**src/rtl/mmc3_irq_pkg.sv**
```systemverilog
// mmc3_irq_pkg: shared constants, write-decode enum and decode helper for the MMC3 scanline IRQ block
// Contents: CNT_W_DEFAULT, REG_* {A14,A13,A0} register codes, wr_e write type, decode_wr().
package mmc3_irq_pkg;
    localparam int CNT_W_DEFAULT = 8;
    localparam logic [2:0] REG_LATCH   = 3'b100;
    localparam logic [2:0] REG_RELOAD  = 3'b101;
    localparam logic [2:0] REG_DISABLE = 3'b110;
    localparam logic [2:0] REG_ENABLE  = 3'b111;
    typedef enum logic [2:0] {WR_NONE, WR_LATCH, WR_RELOAD, WR_DISABLE, WR_ENABLE} wr_e;
    function automatic wr_e decode_wr(input logic wr, input logic [2:0] code);
        return !wr                  ? WR_NONE    :
               code == REG_LATCH   ? WR_LATCH   :
               code == REG_RELOAD  ? WR_RELOAD  :
               code == REG_DISABLE ? WR_DISABLE :
               code == REG_ENABLE  ? WR_ENABLE  : WR_NONE;
    endfunction
endpackage

```
**src/rtl/mmc3_a12_filter.sv**
```systemverilog
// mmc3_a12_filter: synchronises PPU A12 to M2 and emits a one-cycle event on a qualified rising edge
// Ports: i_m2 (clock, falling edge), i_reset_n (async active-low), i_a12 (raw PPU A12),
//        o_event (registered one-cycle scanline event).
module mmc3_a12_filter #(
    parameter int LOW_CYCLES = 3
) (
    input  logic i_m2,
    input  logic i_reset_n,
    input  logic i_a12,
    output logic o_event
);
    localparam int LW = $clog2(LOW_CYCLES + 2);
    localparam logic [LW-1:0] LOW_MAX = LW'(LOW_CYCLES);
    logic r_sync0, r_sync1, r_prev, r_event;
    logic [LW-1:0] r_low_cnt;
    always_ff @(negedge i_m2 or negedge i_reset_n) begin
        if (!i_reset_n) begin
            r_sync0   <= 1'b0;
            r_sync1   <= 1'b0;
            r_prev    <= 1'b0;
            r_event   <= 1'b0;
            r_low_cnt <= '0;
        end else begin
            r_sync0   <= i_a12;
            r_sync1   <= r_sync0;
            r_prev    <= r_sync1;
            // low_cnt still holds the pre-rise low time on the edge where the rise is seen
            r_low_cnt <= r_sync1 ? '0 : (r_low_cnt == LOW_MAX ? r_low_cnt : r_low_cnt + 1'b1);
            r_event   <= r_sync1 & ~r_prev & (r_low_cnt == LOW_MAX);
        end
    end
    assign o_event = r_event;
endmodule

```
**src/rtl/mmc3_scanline_irq.sv**
```systemverilog
// mmc3_scanline_irq: MMC3 scanline counter with $C000-$FFFF register window driving the cartridge IRQ
// Ports: m2 (clock, falling edge), reset_n (async active-low), romsel/cpu_rw_in/cpu_addr_in/cpu_data_in
//        (CPU write port), ppu_a12 (raw PPU A12), irq (active-low), irq_counter (counter readback).
// Config: MMC3_ALT_IRQ_EN selects Rev A firing (no IRQ on a reload from 0 unless requested by $C001).
module mmc3_scanline_irq
    import mmc3_irq_pkg::*;
#(
    parameter int A12_LOW_CYCLES = 3,
    parameter int CNT_W          = CNT_W_DEFAULT
) (
    input  logic             m2,
    input  logic             reset_n,
    input  logic             romsel,
    input  logic             cpu_rw_in,
    input  logic [14:0]      cpu_addr_in,
    input  logic [7:0]       cpu_data_in,
    input  logic             ppu_a12,
    output logic             irq,
    output logic [CNT_W-1:0] irq_counter
);
    logic             w_event, w_reload, w_fire, w_unused;
    logic [CNT_W-1:0] w_next_cnt, r_latch, r_counter;
    logic             r_reload_flag, r_enabled, r_pending;
    wr_e              w_wr;
    mmc3_a12_filter #(.LOW_CYCLES(A12_LOW_CYCLES)) u_filter (
        .i_m2      (m2),
        .i_reset_n (reset_n),
        .i_a12     (ppu_a12),
        .o_event   (w_event)
    );
    assign w_unused   = ^cpu_addr_in[12:1];
    assign w_wr       = decode_wr(~romsel & ~cpu_rw_in, {cpu_addr_in[14], cpu_addr_in[13], cpu_addr_in[0]});
    assign w_reload   = (r_counter == '0) | r_reload_flag;
    assign w_next_cnt = w_reload ? r_latch : r_counter - 1'b1;
`ifdef MMC3_ALT_IRQ_EN
    // a plain reload (counter was 0) never fires; only a decrement to 0 or a $C001-requested reload
    assign w_fire     = r_enabled & (w_next_cnt == '0) & (~w_reload | r_reload_flag);
`else
    assign w_fire     = r_enabled & (w_next_cnt == '0);
`endif
    // writes are applied after the event update so they win on the same edge
    always_ff @(negedge m2 or negedge reset_n) begin
        if (!reset_n) begin
            r_latch       <= '0;
            r_counter     <= '0;
            r_reload_flag <= 1'b0;
            r_enabled     <= 1'b0;
            r_pending     <= 1'b0;
        end else begin
            if (w_event) begin
                r_counter     <= w_next_cnt;
                r_reload_flag <= 1'b0;
                if (w_fire) r_pending <= 1'b1;
            end
            if (w_wr == WR_LATCH) r_latch <= CNT_W'(cpu_data_in);
            if (w_wr == WR_RELOAD) begin
                r_counter     <= '0;
                r_reload_flag <= 1'b1;
            end
            if (w_wr == WR_DISABLE) begin
                r_enabled <= 1'b0;
                r_pending <= 1'b0;
            end
            if (w_wr == WR_ENABLE) r_enabled <= 1'b1;
        end
    end
    assign irq         = ~(r_pending & r_enabled);
    assign irq_counter = r_counter;
endmodule

```
**config.mk**
```make
export PLATFORM = sky130hd
export DESIGN_NAME = mmc3_scanline_irq
export DESIGN_NICKNAME = d
export VERILOG_FILES = /design/src/rtl/mmc3_irq_pkg.sv /design/src/rtl/mmc3_a12_filter.sv /design/src/rtl/mmc3_scanline_irq.sv
export SDC_FILE = /design/constraint.sdc
export NUM_CORES = 1
export LEC_CHECK = 0
export CAP_MARGIN = 25
export CELL_PAD_IN_SITES_DETAIL_PLACEMENT = 1
export CELL_PAD_IN_SITES_GLOBAL_PLACEMENT = 2
export CORE_UTILIZATION = 31
export CTS_CLUSTER_SIZE = 14
export DETAILED_ROUTE_END_ITERATION = 7
export PLACE_DENSITY_LB_ADDON = 0.25
export SLEW_MARGIN = 10
export SYNTH_ARGS = -nofsm -noshare
export SYNTH_HDL_FRONTEND = slang
export SYNTH_HIERARCHICAL = 1
export SYNTH_SLANG_ARGS = --single-unit
```
**constraint.sdc**
```tcl
create_clock -name m2 -period 5.17 [get_ports m2]
set_input_delay 1.034 -clock m2 [delete_from_list [all_inputs] [get_ports m2]]
set_output_delay 1.034 -clock m2 [all_outputs]
set_load 0.01 [all_outputs]
```
Word level (Yosys, flattened, before mapping)

Index checks and enable logic that the tools add are counted.
W data, S select, Z words.

Logic and storage cells: 56
Output and inout port bits: 9
Bits in registers: 26
Bits of input ports: 28

$add $sub $neg: 2
Bitwise gates (word level): 10
Equal/unequal tests: 10
Reductions and logical operators: 7
Mux-type cells: 17

Operators with widths:

| cell                  | number |
|---|---|
| $mux W8               | 3 |
| $mux W3               | 7 |
| $logic_not A8 Y1      | 2 |
| $eq A3 B3 Y1 const B  | 5 |
| $eq A3 B2 Y1 const B  | 3 |
| $reduce_bool A2 Y1    | 4 |
| $sub A8 B1 Y8 const B | 1 |
| $mux W1               | 7 |
| $and A1 B1 Y1         | 5 |
| $not A1 Y1            | 4 |
| $add A3 B1 Y3 const B | 1 |
| $eq A3 B1 Y1 const B  | 1 |
| $ne A2 B1 Y1 const B  | 1 |
| $reduce_and A2 Y1     | 1 |
| $or A1 B1 Y1          | 1 |

Depth between registers and ports, before layout

Gate-level depths: netlist of run 1.

Depth in word-level cells: 9
Depth in mapped cells: 7
Depth with buffers taken out: 7

Cells and area by module

The synthesis of run 1 kept the hierarchy.

Modules (own cells, without submodules):

| module            | instances | area each (um^2) | cells each | sequential area each (um^2) |
|---|---|---|---|---|
| mmc3_scanline_irq | 1         | 1092.3           | 108        | 475.5 |
| mmc3_a12_filter   | 1         | 254.0            | 17         | 175.2 |

==> impl_metrics.py, run 1 <==
metrics = {
    "logic_synthesis": {
        "synth_seq_area_share_pct": 48.3,
        "ys_types": 37,
        "synth.cell_area_sq_mm": 0.00135,
        "avgSynthCellArea_sq_um": 10.8,
        "syn_nets": 157,
        "ys_ff_latch": 26,
        "ys.flop_type": "dfrtn_1",
        "synth.area.top_cells": "dfrtn_1 48%, mux2_2 7.5%, ha_1 3.7%, nor2_1 3.3%, mux2i_1 3.0%",
        "yosys.area.top_type": "dfrtn_1",
        "synth_common_cells": "26 x dfrtn_1, 12 x nor2_1, 9 x mux2_2",
        "synthMostInstantiatedCell": "dfrtn_1",
        "synth_edf_count": 0,
        "yosysTopAreaCellShare_pct": 48.3,
        "async_reset_ff_share_pct": 100,
        "syn_inst": 125,
        "yosysWarnings": 6,
    },
    "cts": {
        "cts_tree": "done",
        "htreeDepth": 1,
        "cts_buffers": 3,
        "clk_latency_ns": 0.28,
        "root_buffer": "clkbuf_8",
        "cts_resized": 0,
        "clock_tree.buffer_depth": 2,
        "ctsHoldBuffers": 0,
        "numClockSinks": 26,
        "cts_setup_buffers": 0,
        "cts.reportedPaths.clkPinSlew_ns": 0.06,
    },
    "sta": {
        "fin_ws_ns": 0.0960,
        "worst_pin_slew_ns": 0.645,
        "slew_viol_final": 0,
        "slew_headroom_pct": 57.0,
        "setup_viol": 0,
        "fin_setup_tns_ns": 0,
        "hold_viol_final": 0,
        "rsz0062_at_grt": "no",
        "finClkSkew_ns": 0.000967,
    },
    "setup_path": {
        "crit_path_cell_trace": "clkdlybuf4s50_1",
        "path_class": "register to primary output",
        "cp-start-kind": "register",
        "max_stage_delay_ns": 0.60,
        "r2r-start": "irq_counter[0]",
        "ff2ff_path_depth": 7,
        "cp_num_buf_inv": 1,
        "cp.depth": 1,
        "cpMaxStageDelayCell": "clkdlybuf4s50_1",
        "crit_path_max_fanout": 7,
        "critPathArrivalTime_ns": 4.04,
        "cp_data_required_time_ns": 4.14,
        "regToRegSetupSlack_ns": 2.80,
        "worstSetupEndpointType": "primary output",
        "worstSetupEndpoint": "irq_counter[3]",
        "critical_path.top_delay_family": "buffers and inverters",
        "critPathLaunch": "irq_counter[3]",
        "timing.rr.end": "irq_counter[3]",
    },
    "global_routing": {
        "grt_max_degree": 27,
        "antenna_found_initial": 0,
        "overflow": 0,
        "grt_pass1_wl_um": 5270,
        "grtUsageTotal_pct": 15.7,
        "grt_pass1_vias": 1076,
    },
    "finish": {
        "area_growth_pct": 28.5,
        "diodes": 0,
        "drive_gt1_share_pct": 14.3,
        "multi_input_comb_area_sq_um": 653,
        "n_fill_cell": 457,
        "final_area_sq_mm": 0.00173,
        "final_nets": 187,
        "seq_area_sq_um": 651,
        "layoutNonFillerInstCount": 204,
    },
    "drt": {
        "dr.pass1.iters": 4,
        "drtAntennaViolNets": 0,
        "wl_per_cell_um": 15.1,
        "routed_wirelength_um": 3080,
        "vias": 1040,
        "drc_errors": 0,
        "via_per_inst": 5.10,
        "drtIter0Drc": 74,
    },
    "placement": {
        "place.gp.congestion": 0.760,
        "io_buffers": 24,
        "place_inst": 200,
        "pre_cts_ws_ns": 0.0773,
        "placed_cell_area_sq_mm": 0.00166,
        "dp_hpwl_um": 2310,
    },
    "pwr": {
        "vdd_drop_max_v": 0.000194,
        "leakagePower_nw": 0.723,
        "power_uw": 918,
        "cellPowerDensity_mw_per_mm2": 530,
    },
    "outcome": {
        "status": "finished, final reports clean",
    },
    "floorplan": {
        "io_pins": 37,
        "initial_core_util_pct": 32.9,
        "die_y_um": 67.9,
        "die_area_sq_mm": 0.00461,
        "fp.coreArea_sq_mm": 0.00409,
        "rows": 23,
        "fp.dieW_um": 67.9,
    },
    "min_path": {
        "hold_class": "register to register",
    },
    "job": {
        "maxCapViolations": 0,
    },
}
metrics by stage:
step                      hold WS (ns)  util (%)
after CTS                        0.308      42.3
final                            0.304      42.3
after detailed placement         0.308      40.6
after floorplan                  0.292         -
after global routing             0.316      42.3
after global placement           0.297      40.6
placed cells by master (no fill, tap or decap), types with 2 or more instances in the layout:
master,synthesis,final
a211oi_1,5,5
a21oi_1,3,3
a22oi_1,2,2
buf_4,0,4
clkbuf_8,0,3
clkdlybuf4s50_1,0,24
dfrtn_1,26,26
ha_1,4,4
inv_1,6,6
mux2_2,9,9
mux2i_1,4,4
nand2_1,8,8
nor2_1,12,12
nor2b_1,4,4
nor3_1,2,2
nor3b_1,4,4
nor4_1,3,3
o21ai_0,7,7
o21bai_1,2,2
o311a_1,2,2
xor2_1,3,3
layer usage:
metal  wire [um]  GRT usage, %
met1        1550          21.5
met3          95          1.50
met2        1380          25.2
met4          48          6.25
met5           0             0
power breakdown:
part	internal, mW	switching [mW]
clock	0.104	0.0661
combinational	0.209	0.200
sequential	0.265	0.0742
worst register-to-register path: stages (launching register included):
cell,delay [ns]
dfrtn_1,0.50
inv_1,0.12
ha_1,0.25
nor3b_1,0.17
a21oi_1,0.55
mux2_2,0.40
a22oi_1,0.17
nor2_1,0.05
layout make-up:
type | count | area share, %
inverters | 6 | 1.30
multi-input cells | 90 | 37.7
well taps | 50 | 3.62
repair buffers | 28 | 15.6
clock buffers | 3 | 2.39
clock inverters | 1 | 1.74
flip-flops and latches | 26 | 37.6
sequential cells by signal, summed over array words and instances (netlist names):
name / cells
u_filter/r_prev: 1
r_latch: 8
r_reload_flag: 1
r_pending: 1
u_filter/r_sync1: 1
irq_counter: 8
u_filter/o_event: 1
u_filter/r_sync0: 1
u_filter/r_low_cnt: 3
r_enabled: 1
how the worst min path moves through the flow:
| stage | from | end | cells past startpoint |
|---|---|---|---|
| 2_1_floorplan | u_filter/r_sync0 | u_filter/r_sync1 | 0 |
| 3_3_place_gp | u_filter/r_sync0 | u_filter/r_sync1 | 0 |
| 3_5_place_dp | u_filter/r_sync0 | u_filter/r_sync1 | 0 |
| 4_1_cts | u_filter/r_sync0 | u_filter/r_sync1 | 0 |
| 5_1_grt | u_filter/r_sync0 | u_filter/r_sync1 | 0 |
| 6_report | u_filter/r_sync0 | u_filter/r_sync1 | 0 |
kinds of logic (layout without fill, tap and decap cells):
kind of cell	after synthesis	in the layout	share of synthesized area, %
AOI/OAI and AO/OA	28	28	14.5
buffers and inverters	9	38	3.16
xor gates and xnor gates	3	3	1.95
DFF	26	26	48.3
and+or+nand+nor	42	42	17.8
adders and majority gates	4	4	3.72
muxes	13	13	10.5
(Power assumes the default switching activity.)
==> inputs of run 2 (changes only) <==
--- a/config.mk
+++ b/config.mk
@@ -8,7 +8,7 @@
 export CAP_MARGIN = 25
 export CELL_PAD_IN_SITES_DETAIL_PLACEMENT = 1
 export CELL_PAD_IN_SITES_GLOBAL_PLACEMENT = 2
-export CORE_UTILIZATION = 31
+export CORE_UTILIZATION = 26
 export CTS_CLUSTER_SIZE = 14
 export DETAILED_ROUTE_END_ITERATION = 7
 export PLACE_DENSITY_LB_ADDON = 0.25
==> constraint.sdc (replaced) <==
create_clock -name m2 -period 4.33 [get_ports m2]
set_input_delay 0.866 -clock m2 [delete_from_list [all_inputs] [get_ports m2]]
set_output_delay 0.866 -clock m2 [all_outputs]
set_load 0.01 [all_outputs]
==> impl_metrics.py, run 2 (synthesis gave the netlist of run 1 again) <==
metrics = {
    "floorplan": {
        "die_area_sq_mm": 0.00547,
        "die_y_um": 74.0,
        "initial_core_util_pct": 27.8,
        "io_pins": 37,
        "fp.dieW_um": 74.0,
        "rows": 25,
        "fp.coreArea_sq_mm": 0.00485,
    },
    "global_routing": {
        "grt_pass1_wl_um": 5630,
        "antenna_found_initial": 0,
        "grt_pass1_vias": 1175,
        "grtUsageTotal_pct": 13.7,
        "overflow": 0,
        "grt_max_degree": 27,
    },
    "setup_path": {
        "worstSetupEndpointType": "primary output",
        "cpMaxStageDelayCell": "clkdlybuf4s50_1",
        "critPathArrivalTime_ns": 3.42,
        "cp_data_required_time_ns": 3.46,
        "cp-start-kind": "register",
        "crit_path_cell_trace": "clkdlybuf4s50_1",
        "path_class": "register to primary output",
        "timing.rr.end": "irq_counter[3]",
        "critical_path.top_delay_family": "buffers and inverters",
        "ff2ff_path_depth": 8,
        "cp_num_buf_inv": 1,
        "max_stage_delay_ns": 0.54,
        "r2r-start": "irq_counter[0]",
        "crit_path_max_fanout": 2,
        "regToRegSetupSlack_ns": 1.97,
    },
    "finish": {
        "multi_input_comb_area_sq_um": 653,
        "final_common_cell": "dfrtn_1",
        "diodes": 0,
        "final_cell_mix": "26 x dfrtn_1, 23 x clkdlybuf4s50_1, 14 x buf_4, 12 x nor2_1, 9 x mux2_2",
        "area_growth_pct": 35.9,
        "n_fill_cell": 554,
        "drive_gt1_share_pct": 19.5,
        "seq_area_sq_um": 651,
        "final_nets": 197,
    },
    "sta": {
        "setup_viol": 0,
        "slew_headroom_pct": 56.6,
        "rsz0062_at_grt": "no",
        "hold_viol_final": 0,
        "worst_pin_slew_ns": 0.651,
        "finClkSkew_ns": 0.00789,
        "whs_ns": 0.303,
        "slew_viol_final": 0,
    },
    "min_path": {
        "hold_depth": 0,
        "min-delay-start": "u_filter/r_sync0",
        "min_to": "u_filter/r_sync1",
        "hold_class": "register to register",
    },
    "cts": {
        "cts_buffers": 3,
        "cts.reportedPaths.clkPinSlew_ns": 0.06,
        "clk_latency_ns": 0.28,
        "numClockSinks": 26,
        "htreeDepth": 1,
        "ctsHoldBuffers": 0,
        "cts_tree": "done",
        "clock_tree.buffer_depth": 2,
        "root_buffer": "clkbuf_8",
    },
    "job": {
        "maxCapViolations": 0,
    },
    "pwr": {
        "cellPowerDensity_mw_per_mm2": 625,
        "vdd_drop_max_v": 0.000185,
        "leakagePower_nw": 0.788,
        "power_mw": 1.14,
    },
    "drt": {
        "routed_wirelength_um": 3230,
        "via_per_inst": 4.75,
        "dr.pass1.iters": 4,
        "drc_errors": 0,
        "drtAntennaViolNets": 0,
        "vias": 1098,
        "wl_per_cell_um": 14.0,
        "drtIter0Drc": 46,
    },
    "placement": {
        "place.gp.congestion": 0.727,
        "dp_hpwl_um": 2470,
        "io_buffers": 24,
    },
    "outcome": {
        "status": "finished, final reports clean",
    },
}
==> run 2: layout make-up <==
cell class | instances | share of cell area [%]
Clock buffer | 3 | 2.26
Sequential cell | 26 | 35.6
Tap cell | 67 | 4.58
Inverter | 6 | 1.23
Timing Repair Buffer | 38 | 19.0
Multi-Input combinational cell | 90 | 35.7
Clock inverter | 1 | 1.64
==> run 2: metrics by stage <==
step           cell area, sq um  cells  setup TNS, ns  setup slack [ns]  utilization (%)
6_report                   1830    231              0            0.0481             37.7
5_1_grt                    1830    231              0            0.0100             37.7
4_1_cts                    1830    231              0            0.0293             37.7
3_5_place_dp               1720    222          -1.52            -0.176             35.4
3_3_place_gp               1720    222          -1.05            -0.112             35.4
2_1_floorplan              1350    125              0             0.137                -
==> run 2: timing repair <==
item	4_1_cts	5_1_grt
resized for setup	0	1
setup endpoints to repair	5	1
pin swaps	0	0
cloned	0	0
setup buffers	5	0
==> run 2: per-layer routing <==
| layer | vias to the layer above | share of wire [%] | global-route usage (%) |
|---|---|---|---|
| met3 | 2 | 3.3 | 1.90 |
| li1 | 531 | - | - |
| met5 | - | 0 | 0 |
| met4 | 0 | 0.71 | 4.49 |
| met1 | 543 | 47 | 18.6 |
| met2 | 22 | 49 | 22.6 |
==> run 2: worst max path at each step <==
stage	start	to	slack (ns)	cells past startpoint
global route	irq_counter[1]	irq_counter[1]	0.01	1
floorplan	romsel	irq_counter[5]	0.14	4
global placement	romsel	r_latch[1]	-0.11	6
detailed placement	romsel	r_latch[3]	-0.18	6
finish	irq_counter[1]	irq_counter[1]	0.05	1
CTS	irq_counter[4]	irq_counter[4]	0.03	1
==> run 2: where the power goes <==
part | internal (mW) | leakage [nW] | switching (mW)
Sequential | 0.317 | 0.326 | 0.0526
Combinational | 0.286 | 0.427 | 0.287
Clock | 0.124 | 0.0357 | 0.0774
